**config.mk**
```make
export PLATFORM = sky130hd
export DESIGN_NAME = hazard_scoreboard
export DESIGN_NICKNAME = d
export VERILOG_FILES = /design/src/rtl/hazard_scoreboard.sv
export SDC_FILE = /design/constraint.sdc
export NUM_CORES = 1
export LEC_CHECK = 0
export ABC_AREA = 1
export CAP_MARGIN = 25
export CELL_PAD_IN_SITES_DETAIL_PLACEMENT = 1
export CELL_PAD_IN_SITES_GLOBAL_PLACEMENT = 1
export CORE_AREA = 2 2 88 90
export CTS_CLUSTER_SIZE = 40
export DETAILED_ROUTE_END_ITERATION = 8
export DIE_AREA = 0 0 90 92
export PLACE_DENSITY_LB_ADDON = 0.1
export SLEW_MARGIN = 20
export SYNTH_ARGS = -nofsm -noshare
export SYNTH_HDL_FRONTEND = slang
export SYNTH_SLANG_ARGS = --single-unit
```
**constraint.sdc**
```tcl
create_clock -name clk -period 1.7 [get_ports clk]
set_input_delay 0.255 -clock clk [delete_from_list [all_inputs] [get_ports clk]]
set_output_delay 0.255 -clock clk [all_outputs]
set_load 0.02 [all_outputs]
```
**src/rtl/hazard_scoreboard.sv**
```systemverilog
// hazard_scoreboard
// Tracks in-flight register writes in a DEPTH-entry shift-register scoreboard
// (entry 0 = EX ... entry DEPTH-1 = WB). For each ID-stage read port it picks
// the youngest forwarding source, or flags a hazard when that source's result
// does not exist yet. A hazard on a port that consumes its operand stalls ID.
// Optional feature macro: HZD_STALL_CNT_EN (saturating stall-cycle counter).
module hazard_scoreboard #(
    parameter int NRP   = 4,
    parameter int DEPTH = 3,
    parameter int AW    = 5,
    parameter int SELW  = 3
) (
    input  logic                 clk,
    input  logic                 rst,
    input  logic                 iss_we,
    input  logic [AW-1:0]        iss_waddr,
    input  logic [SELW-1:0]      iss_rdy,
    input  logic                 flush,
    input  logic [NRP*AW-1:0]    rd_addr,
    input  logic [NRP-1:0]       rd_use,
    output logic [NRP*SELW-1:0]  fwd_sel,
    output logic                 stall,
    output logic [31:0]          stall_cnt
);

    // Entry k describes the instruction k+1 stages past ID.
    logic [DEPTH-1:0] ent_vld;
    logic [DEPTH-1:0] ent_we;
    logic [AW-1:0]    ent_waddr [DEPTH];
    logic [SELW-1:0]  ent_rdy   [DEPTH];
    logic [NRP-1:0]   hazard;

    // Valid bits: reset clears the scoreboard; stall/flush inject a bubble.
    always_ff @(posedge clk) begin
        if (rst) begin
            ent_vld <= '0;
        end else begin
            ent_vld <= {ent_vld[DEPTH-2:0], ~(stall | flush)};
        end
    end

    // Payload fields shift unconditionally; a bubble is masked by its valid bit.
    always_ff @(posedge clk) begin
        ent_we[0]    <= iss_we;
        ent_waddr[0] <= iss_waddr;
        ent_rdy[0]   <= iss_rdy;
        for (int k = 1; k < DEPTH; k++) begin
            ent_we[k]    <= ent_we[k-1];
            ent_waddr[k] <= ent_waddr[k-1];
            ent_rdy[k]   <= ent_rdy[k-1];
        end
    end

    // Per-port match search; scanning oldest to youngest lets the youngest
    // match overwrite, so an older available copy never hides a younger one.
    always_comb begin
        fwd_sel = '0;
        hazard  = '0;
        for (int i = 0; i < NRP; i++) begin
            for (int k = DEPTH - 1; k >= 0; k--) begin
                if (ent_vld[k] && ent_we[k] && (ent_waddr[k] != '0) &&
                    (ent_waddr[k] == rd_addr[i*AW +: AW])) begin
                    if (SELW'(k) >= ent_rdy[k]) begin
                        fwd_sel[i*SELW +: SELW] = SELW'(k + 1);
                        hazard[i]               = 1'b0;
                    end else begin
                        fwd_sel[i*SELW +: SELW] = '0;
                        hazard[i]               = 1'b1;
                    end
                end
            end
        end
        stall = |(hazard & rd_use);
    end

`ifdef HZD_STALL_CNT_EN
    logic [31:0] cnt;

    // Saturating count of stalled cycles; reset takes priority.
    always_ff @(posedge clk) begin
        if (rst) begin
            cnt <= '0;
        end else if (stall && (cnt != 32'hFFFF_FFFF)) begin
            cnt <= cnt + 32'd1;
        end
    end

    assign stall_cnt = cnt;
`else
    assign stall_cnt = '0;
`endif

endmodule

```
==> results of run 1 <==
==> power breakdown <==
part | switching [mW] | internal (mW) | total (mW)
registers | 0.0365 | 0.738 | 0.775
logic | 0.270 | 0.193 | 0.463
clock network | 0.274 | 0.435 | 0.709
==> layer usage <==
layer | vias to the layer above | wire [um] | GRT usage (%)
met3 | 6 | 223 | 2.14
met4 | 0 | 74 | 5.00
li1 | 1080 | - | -
met5 | - | 0 | 0
met2 | 50 | 2920 | 25.8
met1 | 954 | 2870 | 19.9
==> synth_stat cells, types with 5 or more instances <==
master / instances
nand4_1: 6
nor2_1: 32
nand2_1: 104
buf_2: 7
xor2_1: 26
dfxtp_1: 30
xnor2_1: 8
buf_4: 37
nand3_1: 14
inv_1: 36
a21oi_1: 5
==> worst reg2reg max path, stage by stage, from the launching register on <==
cell,delay [ns]
dfxtp_4,0.37
buf_4,0.14
xor2_1,0.15
nor2_1,0.16
nand3_2,0.14
buf_6,0.15
o21ai_2,0.09
inv_1,0.06
nand2_2,0.05
nand2_1,0.08
nor3_2,0.16
==> sequential cells by signal, indices dropped and copies added (netlist names) <==
register   count
ent_waddr     15
ent_rdy        9
ent_vld        3
ent_we         3
==> cell type report <==
type	instances	area (um2)	area share (%)
clock buffer	5	68.8	2.23
clock inverter	3	45.0	1.46
timing repair buffer	80	726	23.5
sequential	30	628	20.4
tap	102	128	4.14
multi-input combinational	250	1350	43.6
inverter	38	143	4.63
==> repair_timing <==
action | in CTS | in global routing
setup endpoints to repair | 10 | 10
pin swaps | 26 | 12
setup buffers | 2 | 4
gates resized for setup | 113 | 26
==> per-stage QoR <==
stage               util [%]  hold slack (ns)  setup slack [ns]
floorplan                  -            0.283            0.0976
global placement        37.2            0.312            -0.907
detailed placement      37.2            0.315            -0.910
CTS                     40.0            0.331            -0.439
global route            41.4            0.335            -0.545
finish                  41.4            0.328            -0.402
==> logic make-up after synthesis <==
logic type | count (synthesis)
DFF | 30
buffers and inverters | 83
AOI/OAI and AO/OA | 14
other | 1
xor gates and xnor gates | 34
and+or+nand+nor | 166
==> layout by cell type, fill, tap and decap left out, types with 2 or more instances in the layout <==
cell	count
clkbuf_8	5
xnor2_1	7
xor2_1	25
nand3_4	2
nand2_2	16
nand3_1	9
a21oi_1	3
nand2_1	87
dfxtp_2	4
o22ai_1	4
inv_1	27
buf_4	32
dfxtp_4	6
o21ai_1	3
nor2_1	24
or2_0	2
clkinvlp_4	2
conb_1	36
buf_6	12
nand3_2	7
nor2_2	8
dlygate4sd2_1	18
nand4_1	6
clkdlybuf4s50_1	16
inv_2	11
a21oi_2	2
dfxtp_1	20
==> path summary, 6_finish.rpt <==
check | from | end | slack [ns] | cells past startpoint
setup / recovery | ent_waddr[0][1] | stall | -0.40 | 10
hold reg to reg | ent_rdy[0][3] | ent_rdy[0][6] | 0.33 | 0
hold / removal | ent_rdy[0][3] | ent_rdy[0][6] | 0.33 | 0
setup reg to reg | ent_waddr[0][1] | ent_vld[0] | 0.08 | 10
==> flow_summary.yaml, run 1 <==
drt:
  remaining_drc_errors: 0
  vias: 2090
  ant_nets: 0
  routed_wl_mm: 6.09
  wl_per_cell_um: 12.0
  avgViaCountPerCell: 4.11
  drt_iter0_drc: 64
  drtPass1Iterations: 4
pwr:
  p_leak_nw: 1.58
  p_per_area_nw_per_um2: 632
  total_power_mw: 1.95
  ir_drop_v: 0.000596
layout:
  area_growth_pct: 43.6
  stdcell_count: 508
  drive_gt1_share_pct: 28.3
  nets: 441
  n_fill_cell: 977
  num_antenna_cells: 0
  stdcell_area_um2: 3080
synthesis:
  synth_compound_area_share_pct: 3.61
  synth_top_family_by_area: "simple AND/OR/NAND/NOR gates"
  synth-simple-area-share_pct: 32.6
  seq_area_frac_synth_pct: 28.0
  yosys.cell_types.count: 23
  synth-xor-area-share_pct: 13.9
  synth_cells: 328
  ys.flop_type: "dfxtp_1"
  synth-async-reset-ratio_pct: 0
  synth_area_leaders: "dfxtp_1 (28%), nand2_1 (18%), buf_4 (13%), xor2_1 (11%), inv_1 (6.3%)"
  yosysWarnings: 0
  avgSynthCellArea_um2: 6.55
  synthAdderAreaFrac_pct: 0
  synth_edf_count: 0
  synth_area_um2: 2150
  synth_top_area_share_pct: 28.0
  synthMuxAreaShare_pct: 0
  yosys.area.top_type: "dfxtp_1"
  ys_seq_elements: 30
timing:
  fin_tns_setup_ns: -2.44
  finalCritPeriodShare_pct: 124
  setup_viol: 9
  rsz0062_at_grt: "yes"
  skew_ns: 0.00162
  finalWorstSetupSlack_ns: -0.402
  max_freq_mhz: 476
  hold_violations: 0
  layout_min_cycle_time_ns: 2.10
  finalMaxSlewViolations: 0
critical_path:
  start_kind: "flop"
  required_ns: 1.44
  crit_fanout: 7
  crit_family: "buffers and inverters"
  crit_path_frequent_cell: "buf_4"
  critical_path_class: "reg2out"
  worst-endpoint-arrival_ns: 1.85
  crit_chain: "buf_4, xor2_1, nor2_1, nand3_2, buf_6, o21ai_2, inv_1, nand2_2, nand4_1, buf_4"
  cp_num_buf_inv: 4
  endpoint_kind: "output port"
  max_stage_delay_ns: 0.37
  slowest_stage: "dfxtp_4"
clocking:
  insertion_delay_ns: 0.28
  clkTransAtPathRegs_ns: 0.06
  cts.sink_count: 30
  clock_path_buffers: 2
  tritoncts: "done"
  numCtsBuffers: 5
  cts_root_buf: "clkbuf_8"
  htree_levels: 2
  hold_buffers: 0
status:
  outcome: "complete, but fails checks"
  violations: "negative setup slack"
placement:
  place_hpwl_mm: 5.11
  port_buffers: 44
  globalplace.congestion: 0.803
  placedCellCount: 495
  placed_area_um2: 2770
floorplan:
  start_util_pct: 28.8
  dieArea_um2: 8280
  dieHeight_um: 92
  die_x_um: 90
  core_region_area_um2: 7450
  pin_count: 81
  fp-row-count: 32
hold_path:
  min_path_type: "reg2reg"
global_route:
  grt_pass1_wl_mm: 9.94
  gr-usage-all-layers_pct: 15.2
  grt_pass1_vias: 2068
  antenna_found_initial: 0
  grt_overflow_total: 0
  grt_max_degree: 12
run:
  max_cap_viol_count: 0
(Power assumes the default switching activity.)
==> run 2, diff against run 1 <==
Settings changed: SLEW_MARGIN 20 to unset.
==> results of run 2 <==
Final layout, timing and power as in run 1 (identical DEF).
